==> src/rtl/ntm_dnc_pkg.sv <==
// Shared types and constants for the DNC read-head cluster blocks.
package ntm_dnc_pkg;

  typedef enum logic [1:0] {
    STARTER,
    INPUT_STATE,
    ENDER
  } state_t;

  localparam logic [63:0] ZERO_CONTROL = 64'd0;
  localparam logic [63:0] ONE_CONTROL  = 64'd1;
  localparam logic [63:0] ZERO_DATA    = 64'd0;

endpackage

==> src/rtl/ntm_matrix_index_counter.sv <==
// Two-dimensional head/element index counter: j walks the word, i walks the heads.
module ntm_matrix_index_counter #(
  parameter int CONTROL_SIZE = 64
) (
  input  logic                    clk,
  input  logic                    rst,
  input  logic                    clear,
  input  logic                    advance,
  input  logic [CONTROL_SIZE-1:0] size_r,
  input  logic [CONTROL_SIZE-1:0] size_w,
  output logic                    first_j,
  output logic                    last_element
);
  import ntm_dnc_pkg::*;

  localparam logic [CONTROL_SIZE-1:0] CTRL_ZERO = CONTROL_SIZE'(ZERO_CONTROL);
  localparam logic [CONTROL_SIZE-1:0] CTRL_ONE  = CONTROL_SIZE'(ONE_CONTROL);

  logic [CONTROL_SIZE-1:0] index_i;
  logic [CONTROL_SIZE-1:0] index_j;
  logic                    last_j;

  assign first_j      = (index_j == CTRL_ZERO);
  assign last_j       = (index_j == size_w - CTRL_ONE);
  assign last_element = last_j && (index_i == size_r - CTRL_ONE);

  // NOTE: state registers use non-blocking (<=) so every flop samples pre-edge values.
  always_ff @(posedge clk or posedge rst) begin
    if (rst) begin
      index_i <= CTRL_ZERO;
      index_j <= CTRL_ZERO;
    end else if (clear || (advance && last_element)) begin
      // The final element wraps both counters so the next matrix starts at (0,0).
      index_i <= CTRL_ZERO;
      index_j <= CTRL_ZERO;
    end else if (advance) begin
      if (last_j) begin
        index_j <= CTRL_ZERO;
        index_i <= index_i + CTRL_ONE;
      end else begin
        index_j <= index_j + CTRL_ONE;
      end
    end
  end

endmodule

==> src/rtl/ntm_read_keys.sv <==
// Streams the R x W read-key matrix to read-head content addressing, one element per strobe.
module ntm_read_keys #(
  parameter int DATA_SIZE    = 64,
  parameter int CONTROL_SIZE = 64
) (
  input  logic                 CLK,
  input  logic                 RST,
  input  logic                 START,
  output logic                 READY,
  input  logic                 K_IN_ENABLE,
  output logic                 K_OUT_I_ENABLE,
  output logic                 K_OUT_J_ENABLE,
  input  logic [DATA_SIZE-1:0] SIZE_R_IN,
  input  logic [DATA_SIZE-1:0] SIZE_W_IN,
  input  logic [DATA_SIZE-1:0] K_IN,
  output logic [DATA_SIZE-1:0] K_OUT
);
  import ntm_dnc_pkg::*;

  state_t               state;
  logic [DATA_SIZE-1:0] size_r_q;
  logic [DATA_SIZE-1:0] size_w_q;
  logic                 accept;
  logic                 clear_cnt;
  logic                 zero_size;
  logic                 first_j;
  logic                 last_element;

  // NOTE: every always_comb output gets a default first so no latch can be inferred.
  always_comb begin
    accept    = 1'b0;
    clear_cnt = 1'b0;
    zero_size = (SIZE_R_IN == '0) || (SIZE_W_IN == '0);
    if (state == INPUT_STATE) accept = K_IN_ENABLE;
    if (state == STARTER)     clear_cnt = START;
  end

  ntm_matrix_index_counter #(
    .CONTROL_SIZE(CONTROL_SIZE)
  ) u_index (
    .clk         (CLK),
    .rst         (RST),
    .clear       (clear_cnt),
    .advance     (accept),
    .size_r      (CONTROL_SIZE'(size_r_q)),
    .size_w      (CONTROL_SIZE'(size_w_q)),
    .first_j     (first_j),
    .last_element(last_element)
  );

  always_ff @(posedge CLK or posedge RST) begin
    if (RST) begin
      state          <= STARTER;
      READY          <= 1'b0;
      K_OUT_I_ENABLE <= 1'b0;
      K_OUT_J_ENABLE <= 1'b0;
      K_OUT          <= DATA_SIZE'(ZERO_DATA);
      size_r_q       <= '0;
      size_w_q       <= '0;
    end else begin
      READY          <= 1'b0;
      K_OUT_I_ENABLE <= 1'b0;
      K_OUT_J_ENABLE <= 1'b0;
      case (state)
        STARTER: begin
          if (START) begin
            size_r_q <= SIZE_R_IN;
            size_w_q <= SIZE_W_IN;
            state    <= zero_size ? ENDER : INPUT_STATE;
          end
        end
        INPUT_STATE: begin
          // START is deliberately not looked at here: sizes stay fixed for the whole matrix.
          if (accept) begin
            K_OUT          <= K_IN;
            K_OUT_J_ENABLE <= 1'b1;
            K_OUT_I_ENABLE <= first_j;
            if (last_element) begin
              READY <= 1'b1;
              state <= STARTER;
            end
          end
        end
        ENDER: begin
          READY <= 1'b1;
          state <= STARTER;
        end
        default: state <= STARTER;
      endcase
    end
  end

endmodule

==> config.mk <==
export PLATFORM = sky130hd
export DESIGN_NAME = ntm_read_keys
export DESIGN_NICKNAME = d
export VERILOG_FILES = /design/src/rtl/ntm_dnc_pkg.sv /design/src/rtl/ntm_matrix_index_counter.sv /design/src/rtl/ntm_read_keys.sv
export SDC_FILE = /design/constraint.sdc
export NUM_CORES = 1
export LEC_CHECK = 0
export CORE_ASPECT_RATIO = 0.7
export CORE_UTILIZATION = 34
export CTS_BUF_LIST = sky130_fd_sc_hd__clkbuf_8
export DETAILED_ROUTE_END_ITERATION = 12
export HOLD_SLACK_MARGIN = 0.03
export PLACE_DENSITY = 0.66
export SLEW_MARGIN = 20
export SYNTH_ARGS = -nofsm -noshare
export SYNTH_HDL_FRONTEND = slang
export SYNTH_HIERARCHICAL = 1
export SYNTH_SLANG_ARGS = --single-unit
export TNS_END_PERCENT = 30
==> constraint.sdc <==
create_clock -name CLK -period 9.4 [get_ports CLK]
set_clock_uncertainty 0.1 [all_clocks]
set_input_delay 2.35 -clock CLK [delete_from_list [all_inputs] [get_ports CLK]]
set_output_delay 2.35 -clock CLK [all_outputs]
set_load 0.05 [all_outputs]
==> run summary, run 1 <==
============================================================================
Status                                                          finished with violations
Failing checks                                                           DRC
Endpoint of the worst hold path                                     K_OUT[3]
Most instantiated cells after synthesis                         325 x sky130_fd_sc_hd__dfrtp_1, 192 x sky130_fd_sc_hd__mux2_2, 142 x sky130_fd_sc_hd__xnor2_1, 140 x sky130_fd_sc_hd__nor2_1, 134 x sky130_fd_sc_hd__nand2_1
Max-slew violation count                                                   0
Remaining routing DRC violations                                           6
CP Data Required Time                                                9.85 ns
CP Cell Sequence                                                inv_1 > ha_1 > nor3b_2 > nand4_1 > nor3_1 > nand4_1 > a2111oi_0 > nand4_1 > nor4_4 > nand2_4 > or4_1 > a21oi_1
Vias in the first global route                                        16,630
Post-synthesis net count                                               2,207
Number of CTS-inserted buffers                                            58
Cells after Synth                                                      2,003
Maximum number of pins on one net before global-route repair             129
Final Instance Count excl. Fillers                                     3,023
Data arrival, critical path                                          6.40 ns
Transition time at the pin with the least slew margin               1.031 ns
Post-synth design cell area                                       19,530 µm²
Setup TNS after final layout                                            0 ns
Synth warn                                                                 6
GPL Wtd Cong                                                          0.9683
Final-layout worst hold slack                                      0.4034 ns
Type of origin of the critical path                                 register
Filler Cells Inserted                                                  5,441
Vert. Die Dim                                                       202.5 µm
Worst Reg-to-Reg Cells                                                    12
Synthesized area divided by synthesized cell count                 9.751 µm²
Area of the placeable core                                        56,720 µm²
Antenna violations before repair                                           3
Highest achievable clock rate                                      168.2 MHz
Starting DRC count in detailed routing                                 1,528
Number of buffers inserted by post-CTS setup repair                        0
Global route total overflow                                                0
Share of the synthesized area in the top cell type                    0.4164
HPWL reported at the end of detailed placement                     47,230 µm
Wire length of the first global-routing pass                       98,260 µm
Total setup violations reported at the end of the flow                     0
Number of synthesized register bits                                      325
Relative area change from synthesis to final layout                   22.27%
Fraction of registers with async set or reset after synthesis          1.000
Hold buffers post-CTS                                                      0
Clock Tree Root                                                 sky130_fd_sc_hd__clkbuf_8
Leakage                                                          0.008992 µW
Number of max-cap violations                                               0
Fraction of layout instances using a drive strength above 1           0.1430
Final worst path period share                                         0.6326
Setup repair after global routing missed its margin                       no
Sequential area share after synthesis                                 0.4164
Final Hold Violating Endpoints                                             0
CTS clock-pin slew for the worst setup and hold paths                0.06 ns
Crit Path Category                                              register to register
Reg-to-reg slack, setup                                              3.45 ns
Detailed Route WL                                                  62,840 µm
R2r endpoint                                                    u_index/index_i[15]
Hold Path Stages                                                           1
Hold path startpoint                                                K_OUT[3]
Final antenna-violating net count                                          0
Average vias per placed instance                                       5.640
TritonCTS clock tree                                                     yes
Crit-path slowest cell                                          sky130_fd_sc_hd__a2111oi_0
Global-route usage over all layers                                    0.2146
Number of vias in the routed layout                                   17,050
Minimum clock period                                                5.947 ns
H-Tree Depth                                                               2
Worst reg2reg startpoint                                         size_w_q[0]
Placed Cells                                                           2,921
Insertion delay to the later sink of the worst-skew pair             0.66 ns
Buffers from clock root to sink, at most                                   3
Starting density of the core                                          0.3443
Crit path top cell by count                                     sky130_fd_sc_hd__nand4_1
Finished Core Util                                                    0.4210
Max_slew headroom                                                     0.2947
Kind of path behind the tightest hold check                     register to register
Area enclosed by the die boundary                                 58,420 µm²
Final routed wire length divided by cell count                      20.79 µm
Most frequent cell after synthesis                              sky130_fd_sc_hd__dfrtp_1
Leading post-synthesis cells by cell area                       sky130_fd_sc_hd__dfrtp_1 42%, sky130_fd_sc_hd__mux2_2 11%, sky130_fd_sc_hd__xnor2_1 6.4%
Maximum VDD drop                                                    264.1 µV
Total cell area at the placement stage                            22,700 µm²
Post-synthesis cell type count                                            69
Number of gates resized after CTS                                          0
Final net count                                                        2,436
Stage delay of the slowest cell on the critical path                 0.94 ns
Number of clock sinks                                                    325
Most used DFF post-synth                                        sky130_fd_sc_hd__dfrtp_1
Power per standard cell area                                    290.1 nW/µm²
Boundary pin count                                                       263
Number of buffers inserted by port buffering                             262
Pre-Repair DR Iteration Count                                              9
Width of the chip                                                   288.5 µm
Row count                                                                 73
Post-synth top area cell                                        sky130_fd_sc_hd__dfrtp_1
Crit. End Element                                                   register
Cell area after layout                                            23,880 µm²
Post-synth EDFFs                                                           0
Top fanout value on the critical path                                     76
============================================================================
report_power, final:
group	total, µW	switching (µW)	internal [µW]	leakage, µW
Combinational	2930	1620	1320	0.00435
Sequential	2660	757	1900	0.00399
Clock	1330	615	719	0.000656
layout by cell type, fill, tap and decap left out, types with 47 or more instances in the layout:
cell type | Yosys | final
sky130_fd_sc_hd__dfrtp_1 | 325 | 325
sky130_fd_sc_hd__nor3_1 | 64 | 64
sky130_fd_sc_hd__nand2_1 | 134 | 133
sky130_fd_sc_hd__clkbuf_8 | 0 | 73
sky130_fd_sc_hd__inv_1 | 36 | 49
sky130_fd_sc_hd__mux2_2 | 192 | 192
sky130_fd_sc_hd__xnor2_1 | 142 | 142
sky130_fd_sc_hd__xor2_1 | 93 | 93
sky130_fd_sc_hd__o21ai_0 | 47 | 47
sky130_fd_sc_hd__or4_1 | 71 | 71
sky130_fd_sc_hd__nor4_1 | 93 | 93
sky130_fd_sc_hd__a21oi_1 | 101 | 100
sky130_fd_sc_hd__nand4_1 | 67 | 67
sky130_fd_sc_hd__clkdlybuf4s50_1 | 0 | 262
sky130_fd_sc_hd__or3_1 | 49 | 49
sky130_fd_sc_hd__nand3_1 | 75 | 75
sky130_fd_sc_hd__nor2_1 | 140 | 140
worst max path at each step:
| stage | start | end | slack [ns] |
|---|---|---|---|
| 6_report | size_w_q[0] | u_index/index_i[15] | 3.45 |
| 5_1_grt | size_w_q[0] | u_index/index_i[10] | 3.10 |
| 4_1_cts | size_w_q[0] | u_index/index_i[15] | 3.60 |
| 3_5_place_dp | START | u_index/index_j[57] | 3.05 |
| 3_3_place_gp | START | u_index/index_j[63] | 3.11 |
| 2_1_floorplan | RST | K_OUT[0] | 1.58 |
registers in the layout, indices dropped and copies added (netlist names):
signal and flops:
state 2, u_index/index_i 64, K_OUT_J_ENABLE 1, size_r_q 64, READY 1, u_index/index_j 64, K_OUT 64, size_w_q 64
K_OUT_I_ENABLE 1
logic make-up (layout without fill, tap and decap cells):
group | after synthesis | in the layout | share of synthesized area
fa+ha+maj | 8 | 8 | 0.005125
buf+inv | 141 | 410 | 0.03274
simple gates | 819 | 819 | 0.2354
other cells | 0 | 1 | 0
xor+xnor | 236 | 236 | 0.1062
flops | 325 | 325 | 0.4164
mux | 197 | 197 | 0.1133
compound gates | 277 | 277 | 0.09090
final cells by class:
class                           count  area, µm²  share of cell area
Inverter                           36      147.6            0.006182
Antenna cell                        1      2.502           0.0001048
Timing Repair Buffer              274       2733              0.1144
Clock inverter                     27      148.9            0.006235
Tap cell                          750      938.4             0.03929
Clock buffer                       73       1005             0.04207
Sequential cell                   325       8133              0.3405
Multi-Input combinational cell   1537      10770              0.4511
worst max-delay path, delay by kind of cell, from the launching register on:
family | cells | cell delay (ns)
adders and majority gates | 1 | 0.18
and+or+nand+nor | 8 | 3.86
buffers and inverters | 1 | 0.09
AOI/OAI and AO/OA | 2 | 1.12
DFF | 1 | 0.47
layer usage:
metal	GRT usage	routed length [µm]
met1	0.3144	29160
met2	0.3118	26720
met3	0.05674	5892
met4	0.05083	1048
met5	0	23
per-stage QoR:
stage,power [µW],setup WS [ns]
2_1_floorplan,4571,1.581
3_3_place_gp,5487,3.108
3_5_place_dp,5565,3.049
4_1_cts,6948,3.596
5_1_grt,7332,3.096
6_report,6927,3.453
(Power assumes the default switching activity.)
==> inputs of run 2 (changes only) <==
--- a/config.mk
+++ b/config.mk
@@ -10,7 +10,7 @@
 export CTS_BUF_LIST = sky130_fd_sc_hd__clkbuf_8
 export DETAILED_ROUTE_END_ITERATION = 12
 export HOLD_SLACK_MARGIN = 0.03
-export PLACE_DENSITY = 0.66
+export PLACE_DENSITY = 0.68
 export SLEW_MARGIN = 20
 export SYNTH_ARGS = -nofsm -noshare
 export SYNTH_HDL_FRONTEND = slang
==> constraint.sdc (replaced) <==
create_clock -name CLK -period 5.1 [get_ports CLK]
set_clock_uncertainty 0.1 [all_clocks]
set_input_delay 1.275 -clock CLK [delete_from_list [all_inputs] [get_ports CLK]]
set_output_delay 1.275 -clock CLK [all_outputs]
set_load 0.05 [all_outputs]
==> run 2 against run 1 <==
  * The flow still finishes with violations (DRC)
  * Sequential power increased by 84%
  * Routed wire length up 2.0%
  * Worst hold slack gained 0.0021 ns
  * Critical endpoint is now u_index/index_i[52]
  * Largest cell class unchanged
  * Critical path type unchanged
==> run summary, run 2 (synthesized netlist as in run 1, its figures left out) <==
===========================================================================
Worst reg2reg startpoint                                       size_w_q[17]
Buffers from clock root to sink, at most                                  3
Insertion delay to the later sink of the worst-skew pair            0.65 ns
Antenna violations before repair                                          3
Crit path top cell by count                                    sky130_fd_sc_hd__or4_1
Width of the chip                                                  288.5 µm
Final Hold Violating Endpoints                                            0
Row count                                                                73
Crit. End Element                                                  register
Power per standard cell area                                   534.2 nW/µm²
Vias in the first global route                                       17,050
Number of buffers inserted by port buffering                            262
Commonest cells after routing, fill and taps aside             325 x sky130_fd_sc_hd__dfrtp_1, 262 x sky130_fd_sc_hd__clkdlybuf4s50_1, 192 x sky130_fd_sc_hd__mux2_2
Global-route usage over all layers                                   0.2171
Crit Path Category                                             register to register
Failing checks                                                          DRC
Vert. Die Dim                                                      202.5 µm
Starting DRC count in detailed routing                                1,536
Clock Tree Root                                                sky130_fd_sc_hd__clkbuf_8
Number of CTS-inserted buffers                                           57
GPL Wtd Cong                                                          1.008
Top fanout value on the critical path                                    39
Area enclosed by the die boundary                                58,420 µm²
Area of the placeable core                                       56,720 µm²
Wire length of the first global-routing pass                      99,300 µm
Most common cell after layout, fill and taps aside             sky130_fd_sc_hd__dfrtp_1
Max_slew headroom                                                    0.2945
Stage delay of the slowest cell on the critical path                0.77 ns
Clock network power share                                             0.197
Max-slew violation count                                                  0
Final net count                                                       2,477
Pre-Repair DR Iteration Count                                            11
Total setup violations reported at the end of the flow                    0
Combinational share of power                                          0.427
Status                                                         finished with violations
CP Data Required Time                                               5.57 ns
Footprint of the multi-input gates                               10,790 µm²
HPWL reported at the end of detailed placement                    48,860 µm
Hold Path Stages                                                          1
Final worst path period share                                        0.9564
Setup repair after global routing missed its margin                      no
Maximum VDD drop                                                   560.2 µV
Setup TNS after final layout                                           0 ns
Transition time at the pin with the least slew margin              1.058 ns
Highest achievable clock rate                                     205.0 MHz
Average vias per placed instance                                      5.662
CTS clock-pin slew for the worst setup and hold paths               0.07 ns
Starting density of the core                                         0.3443
CP Cell Sequence                                               nor3_1 > nand3_1 > or4_1 > or4_1 > xnor2_1 > o2111ai_1 > nor4_4 > buf_4 > nand2_4 > buf_12 > or4_1 > a21oi_1
Hold path startpoint                                              K_OUT[45]
Type of origin of the critical path                                register
Pre-CTS setup slack                                              0.02779 ns
TritonCTS clock tree                                                    yes
Minimum clock period                                               4.878 ns
Global route total overflow                                               0
Data arrival, critical path                                         5.35 ns
Remaining routing DRC violations                                          6
Worst Reg-to-Reg Cells                                                   12
R2r endpoint                                                   u_index/index_i[52]
Boundary pin count                                                      263
Cell internal pwr                                                   7423 µW
Register share of total power                                         0.375
Final antenna-violating net count                                         0
Finished Core Util                                                   0.4298
Leakage                                                         0.009260 µW
Number of vias in the routed layout                                  17,390
P_sw                                                                5599 µW
Filler Cells Inserted                                                 5,366
Reg-to-reg slack, setup                                             0.22 ns
Final setup margin                                                0.2222 ns
Number of clock sinks                                                   325
Switch share                                                         0.4300
Detailed Route WL                                                 64,090 µm
Relative area change from synthesis to final layout                  24.80%
Crit-path slowest cell                                         sky130_fd_sc_hd__or4_1
Kind of path behind the tightest hold check                    register to register
Final routed wire length divided by cell count                     20.86 µm
Endpoint of the worst hold path                                   K_OUT[45]
Fraction of layout instances using a drive strength above 1          0.1617
Number of max-cap violations                                              0
Sequential standard cell area                                      8133 µm²
Maximum number of pins on one net before global-route repair             96
H-Tree Depth                                                              2
===========================================================================
run 2: changes by cell type in the layout (fill, tap and decap cells not counted), sizes merged:
cell / change
diode: +2
clkbuf: -2
clkinv: +5
inv: -2
clkinvlp: +2
buf: +42
bufinv: +2
run 2: worst max-delay path, delay by kind of cell, from the launching register on:
kind | cells | cell delay [ns]
XOR/XNOR | 1 | 0.23
flip-flops | 1 | 0.47
AND/OR/NAND/NOR | 7 | 3.11
AO/OA/AOI/OAI | 2 | 0.45
buffers and inverters | 2 | 0.42
run 2: layout make-up:
cell class | instances | share of cell area
clock buffers | 71 | 0.04009
well taps | 750 | 0.03850
multi-input cells | 1537 | 0.4425
diodes | 3 | 0.0003080
repair buffers | 316 | 0.1288
clock inverters | 34 | 0.01021
inverters | 36 | 0.005903
flip-flops and latches | 325 | 0.3336
run 2: worst max path at each step:
stage	depth (start not counted)	to	slack, ns	startpoint
after floorplan	1	u_index/index_i[0]	0.31	RST
after global placement	13	u_index/index_i[52]	0.07	size_w_q[17]
after detailed placement	13	u_index/index_i[52]	0.03	size_w_q[17]
after CTS	13	u_index/index_i[52]	0.14	size_w_q[17]
after global routing	12	u_index/index_i[25]	0.07	size_w_q[28]
final	12	u_index/index_i[52]	0.22	size_w_q[17]
run 2: power by group through the flow:
stage / clock network (µW) / logic, µW / registers, µW
floorplan: 0 / 3130 / 5300
global placement: 0 / 5380 / 4870
detailed placement: 0 / 5480 / 4900
CTS: 2660 / 5510 / 4880
global route: 2770 / 5940 / 5050
finish: 2570 / 5560 / 4890
run 2: metrics by stage:
| step | area [µm²] | power, µW | hold WS (ns) | std cells |
|---|---|---|---|---|
| floorplan | 19540 | 8426 | 0.3739 | 2003 |
| global placement | 23120 | 10250 | 0.3883 | 2963 |
| detailed placement | 23120 | 10380 | 0.3947 | 2963 |
| CTS | 24350 | 13050 | 0.4087 | 3068 |
| global route | 24370 | 13760 | 0.4180 | 3070 |
| finish | 24380 | 13020 | 0.4055 | 3072 |
run 2: what timing repair did:
item,4_1_cts,5_1_grt
resized for setup,1,2
pin swaps,0,1
setup buffers,0,1
hold buffers,0,0
setup endpoints to repair,2,57
run 2: metal layers:
layer,global-route usage,share of wire,up-vias
met5,0,0.00020,-
met4,0.04554,0.013,2
met3,0.06124,0.096,66
met2,0.3082,0.42,683
met1,0.3241,0.47,8647
li1,-,-,7995
